$ cat config.mk
export PLATFORM = sky130hd
export DESIGN_NAME = accumulator_loader
export DESIGN_NICKNAME = d
export VERILOG_FILES = /design/src/rtl/accumulator_loader.sv
export SDC_FILE = /design/constraint.sdc
export NUM_CORES = 1
export LEC_CHECK = 0
export CAP_MARGIN = 0
export CORE_UTILIZATION = 55
export CTS_CLUSTER_SIZE = 20
export DETAILED_ROUTE_END_ITERATION = 7
export PLACE_DENSITY = 0.8
export SKIP_LAST_GASP = 1
export SLEW_MARGIN = 20
export SYNTH_ARGS = -nofsm -noshare
export SYNTH_HDL_FRONTEND = slang
export SYNTH_SLANG_ARGS = --single-unit
$ cat constraint.sdc
create_clock -name clk -period 7.4 [get_ports clk]
set_input_delay 2.22 -clock clk [delete_from_list [all_inputs] [get_ports clk]]
set_output_delay 2.22 -clock clk [all_outputs]
set_load 0.1 [all_outputs]
$ cat src/rtl/accumulator_loader.sv
// Feeds host operands through a small FIFO onto the accumulator memory load bus,
// counts delivered operands and checks that the memory raises full on time.
module accumulator_loader #(
  parameter int unsigned NUM_VALUES   = 1024,
  parameter int unsigned FIFO_DEPTH   = 8,
  parameter int unsigned FULL_TIMEOUT = 16
) (
  input  logic        clk,
  input  logic        reset,
  input  logic        start,
  input  logic [31:0] in_data,
  input  logic        in_valid,
  output logic        in_ready,
  output logic [31:0] load,
  input  logic        full,
  output logic [10:0] loaded_count,
  output logic [10:0] dropped_count,
  output logic        busy,
  output logic        done,
  output logic        error
);

  localparam int unsigned DW   = 32;
  localparam int unsigned CW   = 11;
  localparam int unsigned AW   = $clog2(FIFO_DEPTH);
  localparam int unsigned CNTW = AW + 1;
  localparam int unsigned TW   = $clog2(FULL_TIMEOUT + 1);

  typedef enum logic [1:0] {
    IDLE,
    LOAD,
    WAIT_FULL,
    DONE_S
  } state_t;

  state_t            state;
  logic [DW-1:0]     mem [FIFO_DEPTH];
  logic [AW-1:0]     wr_ptr;
  logic [AW-1:0]     rd_ptr;
  logic [CNTW-1:0]   fifo_count;
  logic [TW-1:0]     timeout_cnt;
  logic              xfer;
  logic              push;
  logic              pop;

  // Ready depends only on registered state, so a pop in the same cycle never raises it.
  assign in_ready = (fifo_count < CNTW'(FIFO_DEPTH)) && (state != DONE_S) && !error;
  assign xfer     = in_valid && in_ready;
  // A zero operand would be indistinguishable from an idle load cycle, so it is dropped.
  assign push     = xfer && (in_data != '0);
  assign pop      = (state == LOAD) && !full && (fifo_count != '0) &&
                    (loaded_count < CW'(NUM_VALUES));

  // FIFO storage
  always_ff @(posedge clk) begin
    if (push) begin
      mem[wr_ptr] <= in_data;
    end
  end

  // FIFO pointers and occupancy; reset discards any buffered operands
  always_ff @(posedge clk) begin
    if (reset) begin
      wr_ptr     <= '0;
      rd_ptr     <= '0;
      fifo_count <= '0;
    end else begin
      if (push) begin
        wr_ptr <= wr_ptr + AW'(1);
      end
      if (pop) begin
        rd_ptr <= rd_ptr + AW'(1);
      end
      case ({push, pop})
        2'b10:   fifo_count <= fifo_count + CNTW'(1);
        2'b01:   fifo_count <= fifo_count - CNTW'(1);
        default: fifo_count <= fifo_count;
      endcase
    end
  end

  // Session control with registered outputs
  always_ff @(posedge clk) begin
    if (reset) begin
      state         <= IDLE;
      load          <= '0;
      loaded_count  <= '0;
      dropped_count <= '0;
      busy          <= 1'b0;
      done          <= 1'b0;
      error         <= 1'b0;
      timeout_cnt   <= '0;
    end else begin
      load <= '0;
      if (xfer && (in_data == '0) && (dropped_count != '1)) begin
        dropped_count <= dropped_count + CW'(1);
      end
      case (state)
        IDLE, DONE_S: begin
          if (start) begin
            state         <= LOAD;
            loaded_count  <= '0;
            dropped_count <= '0;
            done          <= 1'b0;
            error         <= 1'b0;
            busy          <= 1'b1;
            timeout_cnt   <= '0;
          end
        end
        LOAD: begin
          if (full) begin
            error <= 1'b1;
            busy  <= 1'b0;
            state <= DONE_S;
          end else if (pop) begin
            load         <= mem[rd_ptr];
            loaded_count <= loaded_count + CW'(1);
            if (loaded_count == CW'(NUM_VALUES - 1)) begin
              state       <= WAIT_FULL;
              timeout_cnt <= '0;
            end
          end
        end
        WAIT_FULL: begin
          if (full) begin
            done  <= 1'b1;
            busy  <= 1'b0;
            state <= DONE_S;
          end else begin
            timeout_cnt <= timeout_cnt + TW'(1);
            if (timeout_cnt == TW'(FULL_TIMEOUT - 1)) begin
              error <= 1'b1;
              busy  <= 1'b0;
              state <= DONE_S;
            end
          end
        end
        default: state <= IDLE;
      endcase
    end
  end

endmodule

==> qor.yml, run 1 <==
run_status:
  status: "completed"
power_and_ir_drop:
  ir_worst_vdd_mv: 0.244
  p_total_mw: 4.72
  p_per_area_nw_per_um2: 312
  power.leakage_nw: 4.73
synth:
  synth.distinct_cells: 51
  postSynthCellCount: 705
  yosys_warnings: 0
  synth_edf_count: 256
  avgSynthCellArea_sq_um: 17.9
  synth_flop_cell: "edfxtp_1"
  synth_nets: 754
  async_reset_ff_share_pct: 0
  seq_area_frac_synth_pct: 72.8
  yosys_register_bits: 330
  syn_area_sq_um: 12600
grt:
  grt.total_usage_pct: 23.0
  grt_pass1_vias: 7207
  grt_pass1_wl_um: 40500
  grt_max_degree: 41
  antenna_found_initial: 0
  gr-total-overflow: 0
clock_network:
  clk_pin_slew_worst_paths_ns: 0.06
  clk_latency_ns: 0.51
  hold_buffers: 0
  htreeDepth: 2
  clockRootBuffer: "clkbuf_16"
  cts.sinks: 330
  postCtsResizedCells: 0
  postCtsSetupBuffers: 0
  cts_buffers: 34
  cts_tree: "built"
  clk_path_buf_depth: 3
min_path:
  hold_class: "flop to flop"
sta:
  rsz0062_at_grt: "false"
  min_period_over_period_pct: 76.9
  hold_slack_ns: 0.462
  period_needed_ns: 5.69
  fin_skew_ns: 0.0250
  hold_viol_final: 0
  fmax_mhz: 176
  slew_headroom_pct: 32.6
  worst_pin_slew_ns: 1.01
  report.final.slew_viol_count: 0
  setup_viol: 0
  tns_ns: 0
drt:
  drt-total-wl_um: 26200
  dr.pass1.iters: 7
  routed_via_density: 6.08
  num_vias: 6838
  drc_errors: 0
  detail_route.iter0.violations: 461
  drtAntennaViolNets: 0
  wl_per_cell_um: 23.3
critical_path:
  cp.arrival_ns: 6.11
  crit_chain: "clkdlybuf4s50_1 -> nor4_1 -> nand4_1 -> o21bai_1 -> ha_1 -> xor2_1 -> ha_1 -> a21oi_1 -> xor2_1 -> or3_1 -> a21oi_1"
  required_ns: 7.82
  criticalPathCategory: "primary input to flop"
  slowest_stage: "o21bai_1"
  crit_path_start_kind: "primary input"
  crit_fanout: 10
  cpPeakStageDelay_ns: 0.86
  endpoint_kind: "flop"
floorplan:
  rows: 54
  pin_count: 95
  initial_core_util_pct: 56.8
  die_area_sq_um: 23500
  fp.dieW_um: 153
  dieHeight_um: 153
  core_sq_um: 22200
layout:
  num_antenna_cells: 0
  area_growth_pct: 20.1
  final_nets: 868
  fillers: 1397
  drive_above_1_share_pct: 18.2
placement:
  place_congestion: 0.826
  port_buffers: 94
  place.detailed.hpwl_um: 14700
run:
  drv_cap: 0
-- critical path: cells and delay by family --
family / cells / cell delay (ns)
AND/OR/NAND/NOR: 3 / 1.24
AO/OA/AOI/OAI: 3 / 1.10
adder cells (fa/ha/maj): 2 / 0.59
buffers and inverters: 1 / 0.57
XOR/XNOR: 2 / 0.39
-- per-stage QoR --
stage                     area, sq um  utilization (%)  cells  worst slack [ns]
after floorplan                 12600                -    705             0.747
after global placement          13900             62.9   1063              1.46
after detailed placement        13900             62.9   1063              1.27
after CTS                       15100             68.2   1124              1.71
after global routing            15100             68.2   1124              1.49
final                           15100             68.2   1124              1.71
-- cells in the mapped netlist (2+ instances only) --
library cell  number  area, sq um
and4_1             2         17.5
clkbuf_1          22         82.6
buf_2              6         30.0
or3_1              7         43.8
ha_1              12          150
o21bai_1           3         22.5
nor3b_1            5         37.5
edfxtp_1         256         7690
nor4_2             2         25.0
nor2_1            58          218
mux2i_1           35          350
a31oi_1            3         18.8
nor3_1             7         35.0
nor4b_1            4         35.0
a41oi_1            2         17.5
nand2_1           21         78.8
or3b_1             2         17.5
nand4_1            5         31.3
dfxtp_1           74         1480
a21oi_1           21          105
a21o_1             2         15.0
nand2b_1           5         31.3
nor4_1            14         87.6
nand3_1            8         40.0
buf_1              3         11.3
nor2b_1            3         18.8
o21ai_0            7         35.0
and2_1             2         12.5
mux4_2            64         1440
xnor2_1           11         96.3
nand3b_1           5         37.5
inv_1              6         22.5
xor2_1             6         52.6
a211oi_1           3         22.5
o31ai_1            3         22.5
-- final timing paths --
check | startpoint | to | slack (ns) | depth (start not counted)
min reg2reg | timeout_cnt[4] | timeout_cnt[4] | 0.46 | 2
min | timeout_cnt[4] | timeout_cnt[4] | 0.46 | 2
max reg2reg | state[0] | mem[2][9] | 4.10 | 6
max | in_data[21] | fifo_count[2] | 1.71 | 11
-- metal layers --
metal | track usage [%] | vias up | wire length, um
met1 | 28.2 | 3503 | 10300
met4 | 7.98 | 0 | 590
li1 | - | 3034 | -
met2 | 40.9 | 248 | 13800
met5 | 0 | - | 0
met3 | 4.25 | 53 | 1550
-- logic make-up after synthesis --
logic type,share of synthesized area (%)
xor gates and xnor gates,1.18
adders and majority gates,1.19
and+or+nand+nor,6.74
muxes,14.2
AOI/OAI and AO/OA,2.68
DFF,72.8
buffers and inverters,1.16
-- layout by cell type, fill, tap and decap left out, types with 6 or more instances in the layout --
cell type	instances
xor2_1	6
edfxtp_1	256
clkbuf_1	6
or3_1	6
a21oi_1	21
o21ai_0	7
buf_4	15
nand3_1	8
nand2_1	21
ha_1	12
mux2i_1	35
nor2_1	57
mux4_2	64
nor4_1	13
clkbuf_16	35
inv_1	6
dfxtp_1	71
xnor2_1	11
clkdlybuf4s50_1	94
-- layout make-up --
cell class,instances,area [sq um],share of cell area [%]
Sequential cell,330,9180,60.7
Multi-Input combinational cell,338,3340,22.1
Timing Repair Buffer,109,1050,6.97
Clock buffer,45,953,6.31
Tap cell,280,350,2.32
Clock inverter,16,219,1.45
Inverter,6,22.5,0.149
-- power by group --
group	total [mW]	switching, mW	leakage (nW)	internal, mW
combinational	0.732	0.456	1.25	0.276
sequential	2.22	0.0759	2.92	2.15
clock	1.77	0.684	0.568	1.09
total	4.72	1.22	4.73	3.51
-- registers in the layout (all words and copies together), names as in the netlist --
signal         flops
state              2
fifo_count         4
rd_ptr             3
mem              256
error              1
done               1
wr_ptr             3
timeout_cnt        5
load              32
loaded_count      11
dropped_count     11
busy               1
Power figures use the tool's default switching activity.
==> run 2: changes to the inputs <==
==> constraint.sdc (replaced) <==
create_clock -name clk -period 5.64 [get_ports clk]
set_input_delay 1.692 -clock clk [delete_from_list [all_inputs] [get_ports clk]]
set_output_delay 1.692 -clock clk [all_outputs]
set_load 0.1 [all_outputs]
==> run 2 against run 1 <==
Compared with the run above: critical path type unchanged; global-route usage down 0.89 points; critical path depth stayed put; routed wire length fell by 4.4%; setup slack worse by 0.56 ns; register-to-register slack got worse by 1.5 ns; combinational power is 32% higher; non-clock buffer count grew 4; count of clock-buffer cells in the layout up 2; via count down 0.10%; design area shrank 1.1%.
==> qor.yml, run 2 (synthesized netlist as in run 1, its figures left out) <==
clock_network:
  hold_buffers: 0
  cts.sinks: 330
  postCtsResizedCells: 0
  htreeDepth: 1
  postCtsSetupBuffers: 0
  cts_tree: "built"
  clk_pin_slew_worst_paths_ns: 0.06
  clk_latency_ns: 0.54
  clk_path_buf_depth: 3
  cts_buffers: 31
  clockRootBuffer: "clkbuf_16"
grt:
  grt.total_usage_pct: 22.1
  grt_pass1_vias: 7084
  grt_max_degree: 39
  antenna_found_initial: 0
  grt_pass1_wl_um: 39500
  gr-total-overflow: 0
sta:
  min_period_over_period_pct: 79.6
  worst_pin_slew_ns: 0.989
  slew_headroom_pct: 33.8
  fmax_mhz: 223
  hold_viol_final: 0
  setup_viol: 0
  rsz0062_at_grt: "false"
  report.final.slew_viol_count: 0
  fin_skew_ns: 0.00784
  period_needed_ns: 4.49
  tns_ns: 0
drt:
  wl_per_cell_um: 22.3
  detail_route.iter0.violations: 401
  dr.pass1.iters: 5
  drtAntennaViolNets: 0
  drc_errors: 0
  num_vias: 6831
  drt-total-wl_um: 25100
  routed_via_density: 6.08
layout:
  drive_above_1_share_pct: 17.1
  final_common_cell: "edfxtp_1"
  layout_common_cells: "edfxtp_1, clkdlybuf4s50_1, dfxtp_1"
  area_growth_pct: 18.8
  final_nets: 869
  num_antenna_cells: 0
  reg_top3: "mem: 256 flops, load: 32 flops"
  fillers: 1416
  largest_reg_flops: 256
  top_register: "mem"
floorplan:
  core_sq_um: 22200
  dieHeight_um: 153
  fp.dieW_um: 153
  rows: 54
  pin_count: 95
  die_area_sq_um: 23500
  initial_core_util_pct: 56.8
critical_path:
  crit_path_start_kind: "primary input"
  required_ns: 6.11
  crit_fanout: 9
  cp.arrival_ns: 4.96
  endpoint_kind: "flop"
  criticalPathCategory: "primary input to flop"
run_status:
  status: "completed"
placement:
  place.detailed.hpwl_um: 15000
  place_congestion: 0.827
  port_buffers: 94
power_and_ir_drop:
  power.leakage_nw: 4.65
  p_per_area_nw_per_um2: 391
  p_total_mw: 5.85
  ir_worst_vdd_mv: 0.331
run:
  drv_cap: 0
min_path:
  hold_class: "flop to flop"
## run 2: cell count changes in the layout (fill, tap and decap cells not counted), sizes merged
cell / delta
clkbuf: +2
clkinv: -3
bufinv: -3
buf: +4
inv: -1
## run 2: metal layers
| metal | up-vias | track usage [%] | wire length (um) |
|---|---|---|---|
| met5 | - | 0 | 0 |
| met4 | 0 | 6.88 | 571 |
| met3 | 49 | 3.37 | 1540 |
| met2 | 249 | 38.4 | 13000 |
| met1 | 3497 | 28.7 | 10000 |
| li1 | 3036 | - | - |
## run 2: power by group
part | total [mW] | internal, mW | switching, mW | leakage (nW)
combinational | 0.964 | 0.371 | 0.593 | 1.28
clock | 1.97 | 1.14 | 0.829 | 0.456
sequential | 2.92 | 2.81 | 0.107 | 2.92
total | 5.85 | 4.33 | 1.53 | 4.65
## run 2: worst paths after layout
path / end / start / cells after the start / slack (ns)
min: timeout_cnt[4] / timeout_cnt[4] / 2 / 0.47
max: fifo_count[2] / in_data[18] / 11 / 1.15
max reg2reg: fifo_count[2] / state[1] / 11 / 2.55
min reg2reg: timeout_cnt[4] / timeout_cnt[4] / 2 / 0.47
## run 2: cell type report
type / count / area [sq um] / area share (%)
clock buffers: 47 / 866 / 5.79
well taps: 280 / 350 / 2.34
multi-input cells: 338 / 3350 / 22.4
repair buffers: 113 / 1100 / 7.33
flip-flops and latches: 330 / 9180 / 61.3
inverters: 6 / 22.5 / 0.151
clock inverters: 9 / 96.3 / 0.644
## run 2: worst max-delay path, stage by stage
cell and delay (ns):
clkdlybuf4s50_1 0.56, nor4_1 0.64, nand4_1 0.34, o21bai_1 0.30, ha_1 0.30, xor2_1 0.22
ha_1 0.19, a21oi_1 0.06, xor2_1 0.18, or3_1 0.33, a21oi_1 0.15
## run 2: per-stage QoR
stage	cells	hold slack [ns]	cell area (sq um)	worst slack, ns	utilization [%]
2_1_floorplan	705	0.432	12600	0.143	-
3_3_place_gp	1067	0.439	14000	0.914	63.1
3_5_place_dp	1067	0.452	14000	0.679	63.1
4_1_cts	1123	0.465	15000	1.23	67.5
5_1_grt	1123	0.484	15000	0.993	67.5
6_report	1123	0.465	15000	1.15	67.5
